===== src/rtl/layer_seq_pkg.sv =====
// Shared state encoding and pipeline-controller timing constants for layer_sequencer.
package layer_seq_pkg;

  typedef enum logic [2:0] {
    S_IDLE  = 3'd0,
    S_START = 3'd1,
    S_ACK   = 3'd2,
    S_RUN   = 3'd3,
    S_GAP   = 3'd4,
    S_DONE  = 3'd5,
    S_ERR   = 3'd6
  } state_e;

  // Controller busy length per layer and start-to-busy latency.
  localparam int PIPE_LAYER_CYCLES = 8;
  localparam int PIPE_ACK_LAT      = 1;

  function automatic logic is_active(state_e s);
    return (s != S_IDLE) && (s != S_ERR);
  endfunction

endpackage


===== src/rtl/layer_seq_if.sv =====
// Job handshake and pipeline-controller port bundle; slave side is the sequencer.
interface layer_seq_if #(parameter int LAYER_W = 4);
  logic               job_valid;
  logic               job_ready;
  logic [LAYER_W-1:0] job_layers;
  logic               pipe_start;
  logic               pipe_busy;
  logic [LAYER_W-1:0] layer_idx;
  logic               layer_last;
  logic               active;
  logic               done;
  logic               err;

  modport master (
    output job_valid, job_layers, pipe_busy,
    input  job_ready, pipe_start, layer_idx, layer_last, active, done, err
  );

  modport slave (
    input  job_valid, job_layers, pipe_busy,
    output job_ready, pipe_start, layer_idx, layer_last, active, done, err
  );
endinterface


===== src/rtl/layer_seq_wdog.sv =====
// RUN-phase watchdog: counts busy cycles since RUN entry, flags when WDOG_CYCLES is reached.
module layer_seq_wdog #(
  parameter int WDOG_CYCLES = 15
) (
  input  logic clk,
  input  logic rst_n,
  input  logic i_clr,
  input  logic i_inc,
  output logic o_timeout
);
  localparam int CW = $clog2(WDOG_CYCLES + 1);
  localparam logic [CW-1:0] LIMIT = CW'(WDOG_CYCLES);

  logic [CW-1:0] r_cnt;

  always_ff @(posedge clk) begin
    if (!rst_n || i_clr)
      r_cnt <= '0;
    else if (i_inc && r_cnt != LIMIT)
      r_cnt <= r_cnt + 1'b1;
  end

  assign o_timeout = (r_cnt == LIMIT);
endmodule


===== src/rtl/layer_sequencer.sv =====
// Job-level sequencer: one pipe_start per layer, tracks controller busy, pulses done.
// Optional watchdog (ACK check + RUN timeout) compiled in with LAYER_SEQ_WDOG_EN.
module layer_sequencer
  import layer_seq_pkg::*;
#(
  parameter int LAYER_W     = 4,
  parameter int GAP_CYCLES  = 0,
  parameter int WDOG_CYCLES = 15
) (
  input  logic      clk,
  input  logic      rst_n,
  layer_seq_if.slave bus
);
  localparam logic [3:0] GAP_LOAD = 4'((GAP_CYCLES == 0) ? 0 : GAP_CYCLES - 1);

  if (GAP_CYCLES < 0 || GAP_CYCLES > 15 || WDOG_CYCLES < 1) begin : g_bad_cfg
    $error("layer_sequencer: GAP_CYCLES or WDOG_CYCLES out of range");
  end

  state_e             r_state;
  logic [LAYER_W-1:0] r_layers;
  logic [LAYER_W-1:0] r_idx;
  logic [3:0]         r_gap;
  logic               w_last_idx;
  logic               w_timeout;

`ifdef LAYER_SEQ_WDOG_EN
  localparam bit WDOG_EN = 1'b1;

  layer_seq_wdog #(.WDOG_CYCLES(WDOG_CYCLES)) u_wdog (
    .clk      (clk),
    .rst_n    (rst_n),
    .i_clr    (r_state != S_RUN),
    .i_inc    (bus.pipe_busy),
    .o_timeout(w_timeout)
  );

  assign bus.err = (r_state == S_ERR);
`else
  localparam bit WDOG_EN = 1'b0;

  assign w_timeout = 1'b0;
  assign bus.err   = 1'b0;
`endif

  // For a zero-layer job r_layers-1 wraps to all-ones, which r_idx never reaches.
  assign w_last_idx = (r_idx == r_layers - 1'b1);

  always_ff @(posedge clk) begin
    if (!rst_n) begin
      r_state  <= S_IDLE;
      r_layers <= '0;
      r_idx    <= '0;
      r_gap    <= '0;
    end else begin
      case (r_state)
        S_IDLE: if (bus.job_valid) begin
          r_layers <= bus.job_layers;
          r_idx    <= '0;
          r_state  <= (bus.job_layers == '0) ? S_DONE : S_START;
        end
        S_START: r_state <= S_ACK;
        S_ACK: begin
          if (bus.pipe_busy)  r_state <= S_RUN;
          else if (WDOG_EN)   r_state <= S_ERR;
        end
        S_RUN: begin
          if (w_timeout) begin
            r_state <= S_ERR;
          end else if (!bus.pipe_busy) begin
            if (w_last_idx) begin
              r_state <= S_DONE;
            end else begin
              r_idx   <= r_idx + 1'b1;
              r_gap   <= GAP_LOAD;
              r_state <= (GAP_CYCLES == 0) ? S_START : S_GAP;
            end
          end
        end
        S_GAP: begin
          if (r_gap == '0) r_state <= S_START;
          else             r_gap   <= r_gap - 1'b1;
        end
        S_DONE:  r_state <= S_IDLE;
        S_ERR:   r_state <= S_ERR;
        default: r_state <= S_IDLE;
      endcase
    end
  end

  // Moore decode: every output is a function of registered state only.
  assign bus.job_ready  = (r_state == S_IDLE);
  assign bus.pipe_start = (r_state == S_START);
  assign bus.done       = (r_state == S_DONE);
  assign bus.active     = is_active(r_state);
  assign bus.layer_last = is_active(r_state) && w_last_idx;
  assign bus.layer_idx  = (r_state == S_ERR) ? '0 : r_idx;
endmodule


===== src/flat_wrapper.sv =====
// flat-port wrapper written by rule: the top's interface ports become plain ports
module layer_sequencer_flat import layer_seq_pkg::*;
#(
  parameter int LAYER_W     = 4,
  parameter int GAP_CYCLES  = 0,
  parameter int WDOG_CYCLES = 15
)
  (clk, rst_n, bus_job_valid, bus_job_layers, bus_pipe_busy, bus_job_ready, bus_pipe_start, bus_layer_idx, bus_layer_last, bus_active, bus_done, bus_err);
  layer_seq_if #(.LAYER_W(LAYER_W)) bus_i ();
  input  logic clk;
  input  logic rst_n;
  input wire logic [$bits(bus_i.job_valid)-1:0] bus_job_valid;
  input wire logic [$bits(bus_i.job_layers)-1:0] bus_job_layers;
  input wire logic [$bits(bus_i.pipe_busy)-1:0] bus_pipe_busy;
  output wire logic [$bits(bus_i.job_ready)-1:0] bus_job_ready;
  output wire logic [$bits(bus_i.pipe_start)-1:0] bus_pipe_start;
  output wire logic [$bits(bus_i.layer_idx)-1:0] bus_layer_idx;
  output wire logic [$bits(bus_i.layer_last)-1:0] bus_layer_last;
  output wire logic [$bits(bus_i.active)-1:0] bus_active;
  output wire logic [$bits(bus_i.done)-1:0] bus_done;
  output wire logic [$bits(bus_i.err)-1:0] bus_err;
  assign bus_i.job_valid = bus_job_valid;
  assign bus_i.job_layers = bus_job_layers;
  assign bus_i.pipe_busy = bus_pipe_busy;
  assign bus_job_ready = bus_i.job_ready;
  assign bus_pipe_start = bus_i.pipe_start;
  assign bus_layer_idx = bus_i.layer_idx;
  assign bus_layer_last = bus_i.layer_last;
  assign bus_active = bus_i.active;
  assign bus_done = bus_i.done;
  assign bus_err = bus_i.err;
  layer_sequencer #(.LAYER_W(LAYER_W), .GAP_CYCLES(GAP_CYCLES), .WDOG_CYCLES(WDOG_CYCLES)) u_core (.clk(clk), .rst_n(rst_n), .bus(bus_i));
endmodule

===== config.mk =====
export PLATFORM = sky130hd
export DESIGN_NAME = layer_sequencer_flat
export DESIGN_NICKNAME = d
export VERILOG_FILES = /design/src/rtl/layer_seq_pkg.sv /design/src/rtl/layer_seq_if.sv /design/src/rtl/layer_seq_wdog.sv /design/src/rtl/layer_sequencer.sv /design/src/flat_wrapper.sv
export SDC_FILE = /design/constraint.sdc
export NUM_CORES = 1
export LEC_CHECK = 0
export CORE_MARGIN = 2
export CORE_UTILIZATION = 44
export DETAILED_ROUTE_END_ITERATION = 7
export GPL_TIMING_DRIVEN = 0
export HOLD_SLACK_MARGIN = 0.03
export PLACE_DENSITY = 0.74
export SLEW_MARGIN = 0
export SYNTH_ARGS = -nofsm -noshare
export SYNTH_HDL_FRONTEND = slang
export SYNTH_SLANG_ARGS = --single-unit

===== constraint.sdc =====
create_clock -name clk -period 1.95 [get_ports clk]
set_clock_uncertainty 0.05 [all_clocks]
set_input_delay 0.585 -clock clk [delete_from_list [all_inputs] [get_ports clk]]
set_output_delay 0.585 -clock clk [all_outputs]
set_load 0.01 [all_outputs]

; Word level (Yosys, flattened, before mapping)
; Index checks and enable logic that the tools add are counted.
[totals]
wordCells = 49
register_bits = 15
[classes]
n_reduce_logical = 12
mux = 16
n_addsub = 3
n_eq_ne = 14
[ops]
columns = cell, count
row1 = 4-bit two-way mux, 7
row2 = 3-bit two-way mux, 6
row3 = 3-bit one-hot mux with 6 select lines, 1
row4 = 4-bit one-hot mux with 2 select lines, 2
row5 = 4-bit AND reduction, 3
row6 = "2-bit != test, second input constant", 5
row7 = "3-bit equality test, second input constant", 3
row8 = 4-bit logical NOT, 2
row9 = "4-bit by 1-bit subtractor with 4-bit output, second input constant", 2
row10 = "3-bit by 2-bit equality test with 1-bit output, second input constant", 2
row11 = "4-bit by 1-bit adder with 4-bit output, second input constant", 1
row12 = 4-bit equality test, 1
row13 = 2-bit nonzero test, 2
row14 = "3-bit by 1-bit equality test with 1-bit output, second input constant", 1
row15 = 3-bit logical NOT, 1
row16 = "3-bit != test, second input constant", 1
row17 = 3-bit nonzero test, 1
row18 = 1-bit logical AND, 2
row19 = "2-bit by 1-bit != test with 1-bit output, second input constant", 1
row20 = 2-bit AND reduction, 1

; Logic depth before layout (Yosys ltp)
; Gate-level depths: netlist (run 1).
[logic_depth]
word_depth = 5
depth_mapped = 7
mapped_depth_nobuf = 6

; Worst setup path before layout (run 1)
; No wires, ideal clock.
[synth_timing]
path_kind = register to output
start = register u_core.r_layers[0]
end = output bus_layer_last
stages_incl_launch_ff = 7
required_time_ps = 1315
path_buffers = 1
slack_ps = -113
t_arrival_ps = 1428
path_cell_list = dfxtp_1 -> inv_1 -> ha_1 -> xnor2_1 -> nor3_2 -> buf_6 -> and3_1
[synth_between]
elab_chain_cells = 3
[synth_rtl]
columns = item, line
row1 = start: declaration, layer_sequencer.sv:21  ; logic [LAYER_W-1:0] r_layers;
row2 = start signal: assignment, layer_sequencer.sv:58  ; r_layers <= bus.job_layers;
row3 = 4-bit by 1-bit subtractor with 4-bit output, layer_sequencer.sv:47  ; assign w_last_idx = (r_idx == r_layers - 1'b1);
row4 = 4-bit equality test, layer_sequencer.sv:47
row5 = 1-bit logical AND, layer_sequencer.sv:96  ; assign bus.layer_last = is_active(r_state) && w_last_idx;
row6 = end: declaration, flat_wrapper.sv:18  ; output wire logic [$bits(bus_i.layer_last)-1:0] bus_layer_last;
; Every way passes these cells.

; Worst setup path after layout (run 1)
; Same ends and word-level chain as after synthesis.

==> results of run 1 <==
[final cells by class]
cell class	instances	area, sq um	share of cell area, %
multi-input combinational	106	817.0	52.66
sequential	15	315.3	20.32
timing repair buffer	29	240.2	15.48
buffer	10	83.83	5.403
tap	30	37.54	2.419
inverter	8	30.03	1.935
clock buffer	3	22.52	1.452
clock inverter	1	5.005	0.3226
[power groups by stage]
stage	sequential [W]	clock (W)	combinational, W
after global placement	0.000357	0	0.000304
after floorplan	0.000353	0	0.000218
after global routing	0.000357	0.000209	0.000458
after CTS	0.000351	0.000192	0.000378
final	0.000353	0.000190	0.000427
after detailed placement	0.000358	0	0.000316
[final timing paths]
path	end	depth (start not counted)
max reg2reg	u_core.r_idx[2]	7
min reg2reg	u_core.r_layers[1]	2
max	bus_layer_last	7
min	u_core.r_layers[1]	2
[synth_stat cells (3+ instances only)]
cell type and number:
sky130_fd_sc_hd__a31oi_1 3, sky130_fd_sc_hd__nor2_1 7, sky130_fd_sc_hd__a21oi_1 7, sky130_fd_sc_hd__inv_1 8, sky130_fd_sc_hd__nand4_1 5, sky130_fd_sc_hd__dfxtp_1 15, sky130_fd_sc_hd__ha_1 4, sky130_fd_sc_hd__clkbuf_1 4
sky130_fd_sc_hd__o21ai_0 3, sky130_fd_sc_hd__nor3_1 4, sky130_fd_sc_hd__and2_1 4, sky130_fd_sc_hd__xnor2_1 4, sky130_fd_sc_hd__nand3_1 5, sky130_fd_sc_hd__buf_2 4, sky130_fd_sc_hd__o211ai_1 3, sky130_fd_sc_hd__nand2_1 17
[sequential cells by signal (all words and copies together) (netlist names)]
register,flops
u_core.r_gap,4
u_core.r_idx,4
u_core.r_layers,4
u_core.r_state,3
[cells in the final DEF (no fill, tap or decap), types with 2 or more instances in the layout]
cell type	n
sky130_fd_sc_hd__nand2_1	16
sky130_fd_sc_hd__buf_4	15
sky130_fd_sc_hd__dfxtp_1	9
sky130_fd_sc_hd__inv_1	7
sky130_fd_sc_hd__nor2_1	7
sky130_fd_sc_hd__a21oi_1	7
sky130_fd_sc_hd__buf_2	6
sky130_fd_sc_hd__buf_6	5
sky130_fd_sc_hd__nand3_1	5
sky130_fd_sc_hd__nand4_1	5
sky130_fd_sc_hd__clkdlybuf4s50_1	4
sky130_fd_sc_hd__xnor2_1	3
sky130_fd_sc_hd__nor3_1	3
sky130_fd_sc_hd__o211ai_1	3
sky130_fd_sc_hd__a31oi_1	3
sky130_fd_sc_hd__o21ai_0	3
sky130_fd_sc_hd__ha_1	3
sky130_fd_sc_hd__clkbuf_4	3
sky130_fd_sc_hd__dfxtp_4	3
sky130_fd_sc_hd__dfxtp_2	3
sky130_fd_sc_hd__nor3b_1	2
sky130_fd_sc_hd__and2_4	2
sky130_fd_sc_hd__and2_1	2
sky130_fd_sc_hd__and3b_1	2
sky130_fd_sc_hd__nand2b_1	2
sky130_fd_sc_hd__clkbuf_1	2
sky130_fd_sc_hd__mux2i_1	2
sky130_fd_sc_hd__nor2b_1	2
sky130_fd_sc_hd__a41oi_2	2
sky130_fd_sc_hd__dlymetal6s2s_1	2
[critical path, cell delays in order (launching register included)]
cell and delay [ns]:
sky130_fd_sc_hd__dfxtp_2 0.38, sky130_fd_sc_hd__inv_2 0.05, sky130_fd_sc_hd__ha_4 0.24, sky130_fd_sc_hd__xnor2_2 0.14
sky130_fd_sc_hd__nor3_4 0.23, sky130_fd_sc_hd__buf_6 0.13, sky130_fd_sc_hd__and3_1 0.14, sky130_fd_sc_hd__buf_2 0.12
[metal layers]
metal | part of all wire (%) | vias up | global-route usage, %
met2 | 52 | 21 | 42.06
li1 | - | 572 | -
met4 | 1.9 | 0 | 8.750
met5 | 0 | - | 0
met1 | 43 | 544 | 25.00
met3 | 3.3 | 7 | 5.738
[timing repair]
item                                    CTS  global route
pin swaps                                 1             2
hold buffers                              0             0
resized for setup                        54            15
endpoints found under the setup margin   11            12
setup buffers                             7             7
[per-stage QoR]
step | setup TNS, ns | total power (W) | hold WS (ns)
after floorplan | -0.08370 | 0.0005709 | 0.3978
after global placement | -4.403 | 0.0006613 | 0.4124
after detailed placement | -4.966 | 0.0006741 | 0.4168
after CTS | -0.4010 | 0.0009205 | 0.4313
after global routing | -0.5595 | 0.001024 | 0.4409
final | -0.4159 | 0.0009695 | 0.4245
[cell families after synthesis]
group,synth area share [%]
AOI/OAI and AO/OA,20.55
xor gates and xnor gates,5.934
adders and majority gates,4.396
buffers and inverters,8.021
DFF,26.37
muxes,2.747
other,0.3294
and+or+nand+nor,31.65
==> metrics.txt, run 1 <==
cells taking the most area after synthesis sky130_fd_sc_hd__dfxtp_1 (26%), sky130_fd_sc_hd__nand2_1 (5.6%), sky130_fd_sc_hd__ha_1 (4.4%); register area share after synthesis 26.37%; Num Clock Sinks 15; Slew Limit Fails 0; fraction of final layout cells with drive strength greater than 1 31.40%; count of yosys warnings during synthesis 0; Worst Path Class, Setup reg2out; CTS tree yes; grt total ovfl 0; maximum vdd ir drop 0.4906 mV; total vias in the final route 1144; post-placement worst setup slack -0.7332 ns; half-perimeter wire length after detailed placement 1.971 mm; number of flops mapped to enable cells by yosys 0; post-synthesis area per instance 8.133 sq um; number of routed nets with antenna violations 0; Register-to-Register Setup Slack 0.13 ns; launch point of the critical path u_core.r_layers[0]; final instance area 1551 sq um; Comb power frac 44.0%; period utilisation layout 121.3%; hold path startpoint u_core.r_layers[1]; most used flip-flop cell after synthesis sky130_fd_sc_hd__dfxtp_1; total routing resource utilization after global routing 22.99%; total count of hold-check failures in the final report 0; sequential power share 36.4%; post-detailed-placement cell area 1326 sq um; synthesis-to-finish area growth 36.26%; setup repair after global routing missed its margin yes; failing checks negative setup slack; floorplan row count 18; post-synth net total 152; CTS buffer count 3; final setup vio count 1; final critical path time including I/O delays and setup 2.366 ns; final cell utilization of the core 63.20%; Max Freq 422.7 MHz; Core Footprint 2455 sq um; number of maximum-capacitance violations 0; share of total power in the clock network 19.6%; areal power density over the cells 624.9 nW/um^2; worst-skew pair later-pin latency 0.30 ns; post-synth top area cell sky130_fd_sc_hd__dfxtp_1; Post-Synthesis Cells 140; height of the chip 54.87 um; fin worst setup slack -0.4159 ns; Async S/R FF share, synth 0%; pin count of the biggest net entering global routing 11; Worst setup EP type primary output; number of buffers inserted by port buffering 15; final non-filler cell total 202; data arrival time of the worst path 1.73 ns; Fill cells 208; placer's final routability congestion estimate 0.7958; WL/cell 15.12 um; vias in the first global route 1124; Final Net Count 185; routed via count divided by cell count 5.663; first-pass iteration count of the detailed router 4; Ant. Diodes 0; classification of the worst-slack hold path reg2reg; DIE WIDTH 54.87 um; number of ports placed on the die boundary 18; initial core utilization 46.38%; switching share of power 36.45%; unique cell type count in the Yosys netlist 52; switching power summed over all nets 0.0003534 W; leak pwr 0.6503 nW; cell internal pwr 0.0006161 W; proportion of netlist area held by the largest area contributor 26.37%; area of the die 3011 sq um; H-tree depth 1; final routed wirelength across all metal layers 3.054 mm; largest fanout on the critical path 4; status complete, but fails checks; initial antenna violation count 0; first-pass GRT wire length 4.850 mm; CTS Root Buffer Type sky130_fd_sc_hd__clkbuf_4; worst r2r src u_core.r_state[1]; number of remaining DRC errors 0; iteration-0 DRC count of the detailed router 27; Clock Tree Buf Depth 2; critical path data required time 1.31 ns; cell area after synthesis 1139 sq um; count of placed standard cells including taps 185; Reg clk slew, reported paths 0.10 ns; Critical Path Source Type flop; count of state elements after synthesis 15
Note: power is estimated with default switching activity, not from simulation.
==> inputs of run 2 (changes only) <==
--- a/config.mk
+++ b/config.mk
@@ -6,11 +6,13 @@
 export NUM_CORES = 1
 export LEC_CHECK = 0
 export CORE_MARGIN = 2
-export CORE_UTILIZATION = 44
+export CORE_UTILIZATION = 50
 export DETAILED_ROUTE_END_ITERATION = 7
+export DONT_BUFFER_PORTS = 1
 export GPL_TIMING_DRIVEN = 0
 export HOLD_SLACK_MARGIN = 0.03
-export PLACE_DENSITY = 0.74
+export PLACE_DENSITY = 0.72
+export SKIP_CTS_REPAIR_TIMING = 1
 export SLEW_MARGIN = 0
 export SYNTH_ARGS = -nofsm -noshare
 export SYNTH_HDL_FRONTEND = slang
==> run 2 against run 1 <==
Against the previous run: the flow still finishes with violations (negative setup slack); worst setup slack worse by 0.052 ns; critical endpoint unchanged; maximum frequency down 2.2%; first-iteration DRC count shrank 37%; sequential power increased by 3%; cell area fell by 18%; worst hold slack worse by 0.046 ns; via count is 8.2% lower; clock power shrank 3%; largest power group is now sequential cells; critical path depth down 1; sequential share of layout area increased by 4.0 points.
==> metrics.txt, run 2 (synthesized netlist as in run 1, its figures left out) <==
slowest stage cell, crit path sky130_fd_sc_hd__xor3_1; final critical path time including I/O delays and setup 2.418 ns (+0.05209 ns); CTS buffer count 3 (unchanged); worst-skew pair later-pin latency 0.29 ns (about the same); final setup vio count 1 (unchanged); synthesis-to-finish area growth 12.31%; Fill cells 207 (-0.48%); cell family contributing the most delay on the critical path XOR/XNOR gates; failing checks negative setup slack; maximum vdd ir drop 0.4110 mV (-16%); transition time of the tightest slew-check pin 0.6041 ns; number of routed nets with antenna violations 0 (unchanged); half-perimeter wire length after detailed placement 1.902 mm (-3.5%); final instance area 1279 sq um (-18%); first-pass GRT wire length 4.312 mm (-11%); Worst Path Class, Setup reg2out; Clock Tree Buf Depth 2 (unchanged); grt total ovfl 0 (unchanged); routed via count divided by cell count 6.000 (+5.9%); cells traversed along the worst timing path inv_2 > ha_4 > xor3_1 > nor3_4 > buf_6 > and3_4; number of remaining DRC errors 0 (unchanged); critical path data required time 1.31 ns (about the same); most frequent cells in the layout sky130_fd_sc_hd__nand2_1 (17), sky130_fd_sc_hd__dfxtp_1 (10), sky130_fd_sc_hd__nor2_1 (7), sky130_fd_sc_hd__a21oi_1 (7); crit-path max cell delay 0.43 ns (+0.05 ns); placer's final routability congestion estimate 0.7816 (-1.8%); area of combinational cells with multiple inputs 780.7 sq um (-4.4%); largest fanout on the critical path 5 (+1); first-pass iteration count of the detailed router 4 (unchanged); registers with the highest flip-flop counts u_core.r_gap: 4 flops, u_core.r_idx: 4 flops, u_core.r_layers: 4 flops; CTS Root Buffer Type sky130_fd_sc_hd__clkbuf_4; number of maximum-capacitance violations 0 (unchanged); vias in the first global route 960 (-15%); Ant. Diodes 0 (unchanged); height of the chip 51.72 um (-5.7%); total count of hold-check failures in the final report 0 (unchanged); iteration-0 DRC count of the detailed router 17 (-37%); DIE WIDTH 51.72 um (-5.7%); pin count of the biggest net entering global routing 11 (unchanged); final non-filler cell total 175 (-13%); remaining max-slew budget at the tightest pin 59.62%; total routing resource utilization after global routing 21.84% (-1.1 points); Reg clk slew, reported paths 0.08 ns (-0.02 ns); leak pwr 0.4718 nW (-27%); CTS tree yes; number of buffers inserted by port buffering 0 (-15); Buf+Inv Stages, Crit Path 2 (-1); post-detailed-placement cell area 1174 sq um (-12%); initial antenna violation count 0 (unchanged); Final Net Count 160 (-14%); Core Footprint 2191 sq um (-11%); final routed wirelength across all metal layers 2.664 mm (-13%); total vias in the final route 1050 (-8.2%); classification of the worst-slack hold path in2reg; Max Freq 413.6 MHz (-2.2%); setup repair after global routing missed its margin yes; fraction of final layout cells with drive strength greater than 1 21.77% (-9.6 points); floorplan row count 17 (-1); area of all sequential standard cells 311.5 sq um (-1.2%); post-placement worst setup slack -0.2625 ns (+0.4708 ns); areal power density over the cells 648.4 nW/um^2 (+3.8%); data arrival time of the worst path 1.78 ns (+0.05 ns); area of the die 2675 sq um (-11%); status complete, but fails checks; fin worst setup slack -0.4680 ns (-0.05209 ns); most common cell after layout, fill and taps aside sky130_fd_sc_hd__nand2_1; number of ports placed on the die boundary 18 (unchanged); Critical Path Source Type flop; initial core utilization 51.97% (+5.6 points); Worst setup EP type primary output; Slew Limit Fails 0 (unchanged); period utilisation layout 124.0% (+2.7 points); WL/cell 15.22 um (+0.69%); count of placed standard cells including taps 168 (-9.2%); Num Clock Sinks 15 (unchanged); H-tree depth 1 (unchanged)
run 2: changes by cell type in the layout (fill, tap and decap cells not counted), moves of 2 or more:
| cell | before | now |
|---|---|---|
| sky130_fd_sc_hd__buf_6 | 5 | 2 |
| sky130_fd_sc_hd__and2_4 | 2 | 0 |
| sky130_fd_sc_hd__buf_2 | 6 | 3 |
| sky130_fd_sc_hd__dlymetal6s2s_1 | 2 | 0 |
| sky130_fd_sc_hd__clkdlybuf4s50_1 | 4 | 0 |
| sky130_fd_sc_hd__buf_4 | 15 | 6 |
| sky130_fd_sc_hd__and2_1 | 2 | 4 |
run 2: per-layer routing:
layer	up-vias	routed length [um]	global-route usage, %
met5	-	0	0
met4	0	53	10.53
met3	5	79	4.023
met2	18	1365	35.90
met1	504	1165	27.42
li1	523	-	-
run 2: layout make-up:
| class | instances | area share, % |
|---|---|---|
| multi-input combinational | 106 | 61.06 |
| sequential | 15 | 24.36 |
| buffer | 10 | 5.088 |
| tap | 28 | 2.740 |
| timing repair buffer | 4 | 2.348 |
| inverter | 8 | 2.348 |
| clock buffer | 4 | 2.055 |
run 2: worst paths after layout:
path | startpoint | to | slack, ns | cells after the start
worst min register to register | u_core.r_layers[3] | u_core.r_layers[3] | 0.43 | 2
worst max register to register | u_core.r_layers[0] | u_core.r_state[2] | 0.08 | 9
worst max-delay path | u_core.r_layers[0] | bus_layer_last | -0.47 | 6
worst min-delay path | bus_job_layers[0] | u_core.r_layers[0] | 0.38 | 2
run 2: stage by stage:
stage / utilization [%] / setup TNS, ns / power [W] / hold WS (ns)
global placement: 53.57 / -0.2432 / 0.0006084 / 0.4137
CTS: 54.77 / -1.670 / 0.0007997 / 0.3753
floorplan: - / -0.08370 / 0.0005709 / 0.3978
finish: 58.37 / -0.4680 / 0.0008291 / 0.3783
detailed placement: 53.57 / -0.2838 / 0.0006192 / 0.4182
global route: 58.37 / -0.5356 / 0.0008852 / 0.3877
run 2: power breakdown:
group | total (W) | switching (W) | internal (W)
combinational | 0.000282 | 0.000161 | 0.000122
sequential | 0.000363 | 0.0000344 | 0.000329
clock | 0.000184 | 0.000104 | 0.0000796
==> inputs of run 3 (changes only) <==
--- a/config.mk
+++ b/config.mk
@@ -5,11 +5,11 @@
 export SDC_FILE = /design/constraint.sdc
 export NUM_CORES = 1
 export LEC_CHECK = 0
-export CORE_MARGIN = 2
+export CORE_MARGIN = 3
 export CORE_UTILIZATION = 50
 export DETAILED_ROUTE_END_ITERATION = 7
 export DONT_BUFFER_PORTS = 1
-export GPL_TIMING_DRIVEN = 0
+export GPL_TIMING_DRIVEN = 1
 export HOLD_SLACK_MARGIN = 0.03
 export PLACE_DENSITY = 0.72
 export SKIP_CTS_REPAIR_TIMING = 1
==> run 3 against run 2 <==
Against the previous run: the flow still finishes with violations (negative setup slack); worst setup slack gained 0.26 ns; die area grew 7.9%; worst hold slack lost 0.032 ns; via count is the same.
==> metrics.txt, run 3 (synthesized netlist as in run 1, its figures left out) <==
slowest stage cell, crit path sky130_fd_sc_hd__dfxtp_2; critical path data required time 1.31 ns (about the same); classification of the worst-slack hold path in2reg; WL/cell 15.91 um (+4.5%); data arrival time of the worst path 1.52 ns (-0.26 ns); first-pass iteration count of the detailed router 4 (unchanged); uppermost metal layer occupied by signal nets met4; iteration-0 DRC count of the detailed router 25 (+8); H-tree depth 1 (unchanged); worst r2r src u_core.r_gap[0]; routed via count divided by cell count 6.105 (+1.7%); synthesis-to-finish area growth 10.77%; half-perimeter wire length after detailed placement 2.049 mm (+7.7%); Register-to-Register Setup Slack 0.21 ns (+0.13 ns); met3 wire length 157 um (+99%); vias in the first global route 1030 (+7.3%); final instance area 1261 sq um (-1.4%); final setup vio count 1 (unchanged); floorplan row count 16 (-1); number of remaining DRC errors 0 (unchanged); fin worst setup slack -0.2080 ns (+0.2599 ns); worst flop-to-flop path endpoint u_core.r_gap[1]; period utilisation layout 110.7% (-13 points); initial antenna violation count 0 (unchanged); Fin Hold WS 0.3459 ns (-0.03239 ns); Num Clock Sinks 15 (unchanged); placer's final routability congestion estimate 0.8188 (+4.8%); maximum vdd ir drop 0.5211 mV (+27%); final cell utilization of the core 61.17% (+2.8 points); Critical Path Source Type flop; pin count of the biggest net entering global routing 12 (+1); number of ports placed on the die boundary 18 (unchanged); transition time of the tightest slew-check pin 0.5073 ns (-0.09679 ns); crit-path max cell delay 0.36 ns (-0.07 ns); WL met1 1.134 mm (-2.7%); leak pwr 0.4611 nW (-2.3%); DIE WIDTH 53.72 um (+3.9%); hold path startpoint bus_job_layers[1]; fraction of final layout cells with drive strength greater than 1 21.38% (-0.39 points); number of routed nets with antenna violations 0 (unchanged); worst hold path endpoint u_core.r_layers[1]; number of cells traversed by the worst hold path 2 (unchanged); final critical path time including I/O delays and setup 2.158 ns (-0.2599 ns); areal power density over the cells 674.0 nW/um^2 (+4.0%); number of maximum-capacitance violations 0 (unchanged); Slew Limit Fails 0 (unchanged); Clock Tree Buf Depth 2 (unchanged); remaining max-slew budget at the tightest pin 65.72% (+6.1 points); status complete, but fails checks; registers with the highest flip-flop counts u_core.r_gap: 4 flops, u_core.r_idx: 4 flops, u_core.r_layers: 4 flops; worst-skew pair later-pin latency 0.30 ns (about the same); CTS buffer count 3 (unchanged); R2R cell count 6 (-3); initial core utilization 55.22% (+3.2 points); area of the die 2886 sq um (+7.9%); most common cell after layout, fill and taps aside sky130_fd_sc_hd__nand2_1; height of the chip 53.72 um (+3.9%); setup repair after global routing missed its margin yes; Max Freq 463.4 MHz (+12%); post-detailed-placement cell area 1194 sq um (+1.7%); total vias in the final route 1050 (unchanged); final routed wirelength across all metal layers 2.737 mm (+2.7%); Ant. Diodes 0 (unchanged); Core Footprint 2062 sq um (-5.9%); grt total ovfl 0 (unchanged); Worst setup EP type primary output; most frequent cells in the layout sky130_fd_sc_hd__nand2_1 (17), sky130_fd_sc_hd__buf_4 (12), sky130_fd_sc_hd__dfxtp_1 (11); largest fanout on the critical path 2 (-3); total routing resource utilization after global routing 22.02% (+0.18 points); failing checks negative setup slack; first-pass GRT wire length 4.574 mm (+6.1%); total count of hold-check failures in the final report 0 (unchanged); Reg clk slew, reported paths 0.10 ns (+0.02 ns); Worst Path Class, Setup reg2out; post-placement worst setup slack 0.09846 ns (+0.3609 ns); CTS Root Buffer Type sky130_fd_sc_hd__clkbuf_4; cells traversed along the worst timing path inv_2 > ha_4 > xnor2_2 > nor3_2 > and3_4; number of buffers inserted by port buffering 0 (unchanged); Final Net Count 158 (-1.3%); CTS tree yes; met2 routed WL 1.410 mm (+3.3%)
==> run 3: cell count changes in the layout (fill, tap and decap cells not counted), sizes merged <==
| cell | change |
|---|---|
| clkinv | +1 |
| buf | +1 |
| clkbuf | -4 |
==> run 3: through the flow <==
| step | std cells | power, W | setup TNS [ns] |
|---|---|---|---|
| final | 172 | 0.0008501 | -0.2080 |
| after floorplan | 140 | 0.0005709 | -0.08370 |
| after CTS | 171 | 0.0008378 | -0.5227 |
| after global placement | 167 | 0.0006397 | 0 |
| after global routing | 172 | 0.0009119 | -0.3230 |
| after detailed placement | 167 | 0.0006492 | 0 |
==> run 3: layer usage <==
| layer | GRT usage (%) | vias up |
|---|---|---|
| met5 | 0 | - |
| met1 | 24.87 | 506 |
| met2 | 38.10 | 29 |
| met4 | 9.787 | 0 |
| met3 | 6.094 | 4 |
| li1 | - | 511 |
==> run 3: worst max-delay path, delay by kind of cell, from the launching register on <==
| kind | cells | cell delay, ns |
|---|---|---|
| and+or+nand+nor | 2 | 0.46 |
| DFF | 1 | 0.36 |
| adders and majority gates | 1 | 0.23 |
| xor gates and xnor gates | 1 | 0.13 |
| buffers and inverters | 1 | 0.05 |
==> run 3: power by group <==
| part | internal (W) | leakage [nW] | switching, W |
|---|---|---|---|
| Sequential | 0.000329 | 0.124 | 0.0000336 |
| Combinational | 0.000141 | 0.320 | 0.000161 |
| Clock | 0.0000764 | 0.0177 | 0.000109 |
==> run 3: worst max path at each step <==
stage | startpoint | endpoint | depth (start not counted)
after global placement | u_core.r_layers[1] | bus_layer_last | 5
after detailed placement | u_core.r_layers[1] | bus_layer_last | 5
after CTS | u_core.r_layers[1] | bus_layer_last | 5
after global routing | u_core.r_layers[1] | bus_layer_last | 5
final | u_core.r_layers[1] | bus_layer_last | 5
after floorplan | u_core.r_idx[2] | bus_layer_last | 4
==> run 3: area by class of cell <==
cell class	count	area (sq um)
fillers	182	800.8
multi-input cells	106	772.0
flip-flops and latches	15	307.8
repair buffers	12	90.09
well taps	27	33.78
inverters	8	30.03
clock buffers	3	22.52
clock inverters	1	5.005
==> variant: new RTL, flow settings as in run 1 <==
Build with the macro `LAYER_SEQ_WDOG_EN` defined.
--- a/src/rtl/layer_sequencer.sv
+++ b/src/rtl/layer_sequencer.sv
@@ -1,5 +1,7 @@
 // Job-level sequencer: one pipe_start per layer, tracks controller busy, pulses done.
 // Optional watchdog (ACK check + RUN timeout) compiled in with LAYER_SEQ_WDOG_EN.
+`define LAYER_SEQ_WDOG_EN
+
 module layer_sequencer
   import layer_seq_pkg::*;
 #(
Formal check against the unedited RTL: not equivalent (Yosys sat finds a counterexample within 4 cycles, from zero or initial values and one cycle with rst_n low).
==> variant against run 1 <==
- the run still ends with negative setup slack left
- worst setup slack better by 0.14 ns
- cell area down 2.9%
- wire length shrank 8.8%
- power fell by 7.6%
- area after synthesis down 2.6%
- first-iteration DRC count decreased by 41%
- count of clock-buffer cells in the layout is the same
- clock power rose by 12%
- sequential cell count grew 4
- register-to-register slack worse by 0.07 ns
- critical path type unchanged
- highest routed layer unchanged
==> variant: results <==
{
  "syn_avg_cell_area_sq_um": 7.975,
  "first_iter_violations": 16,
  "placement.io_buffers": 17,
  "route.met2.wl_um": 1458,
  "placedInstanceArea_sq_um": 1316,
  "synth_compound_area_share_pct": 16.93,
  "setup_viol_count_final": 6,
  "comb_power_w": 0.000266,
  "failed_checks": "negative setup slack",
  "place_congestion": 0.8203,
  "total_vias_in_the_final_route": 1116,
  "mux_contribution_to_synthesized_area_pct": 0.9029,
  "p_leak_nw": 0.6105,
  "met3_wirelength_um": 97,
  "seq_area_frac_synth_pct": 34.31,
  "grt_use_total_pct": 20.50,
  "use_met3_pct": 2.778,
  "via_per_inst": 5.552,
  "clk_pin_slew_worst_paths_ns": 0.12,
  "final.setup.worst_slack_ns": -0.2791,
  "netlist-cell-type-count": 39,
  "via_count_of_the_first_global_routing_pass": 974,
  "synth_xor_area_share_pct": 5.982,
  "clock_power_share_pct": 23.7,
  "p_int_w": 0.0006180,
  "status": "finished with violations",
  "hpwl_um": 1905,
  "synth_fa_ha_area_share_pct": 5.643
}
-- variant: changes by cell type after synthesis, sizes merged, moves of 3 or more --
cell    delta
a21oi      +5
buf        -4
dfxtp      +4
nand3      +4
or3        +4
a41oi      -3
nand4      -3
nor4       +3
o211ai     -3
-- variant: cell type report --
| class | count | area (sq um) |
|---|---|---|
| clock inverters | 1 | 5.005 |
| plain buffers | 4 | 37.54 |
| well taps | 30 | 37.54 |
| flip-flops and latches | 19 | 391.6 |
| fillers | 216 | 925.9 |
| inverters | 8 | 30.03 |
| repair buffers | 29 | 254.0 |
| clock buffers | 3 | 22.52 |
| multi-input cells | 107 | 728.2 |
-- variant: final timing paths --
path / slack [ns] / endpoint / depth (start not counted) / start
setup reg to reg: 0.06 / u_core.r_idx[2] / 7 / u_core.r_layers[0]
hold reg to reg: 0.43 / u_core.r_layers[3] / 2 / u_core.r_layers[3]
setup / recovery: -0.28 / bus_layer_last / 5 / u_core.r_layers[0]
hold / removal: 0.43 / u_core.r_layers[3] / 2 / u_core.r_layers[3]
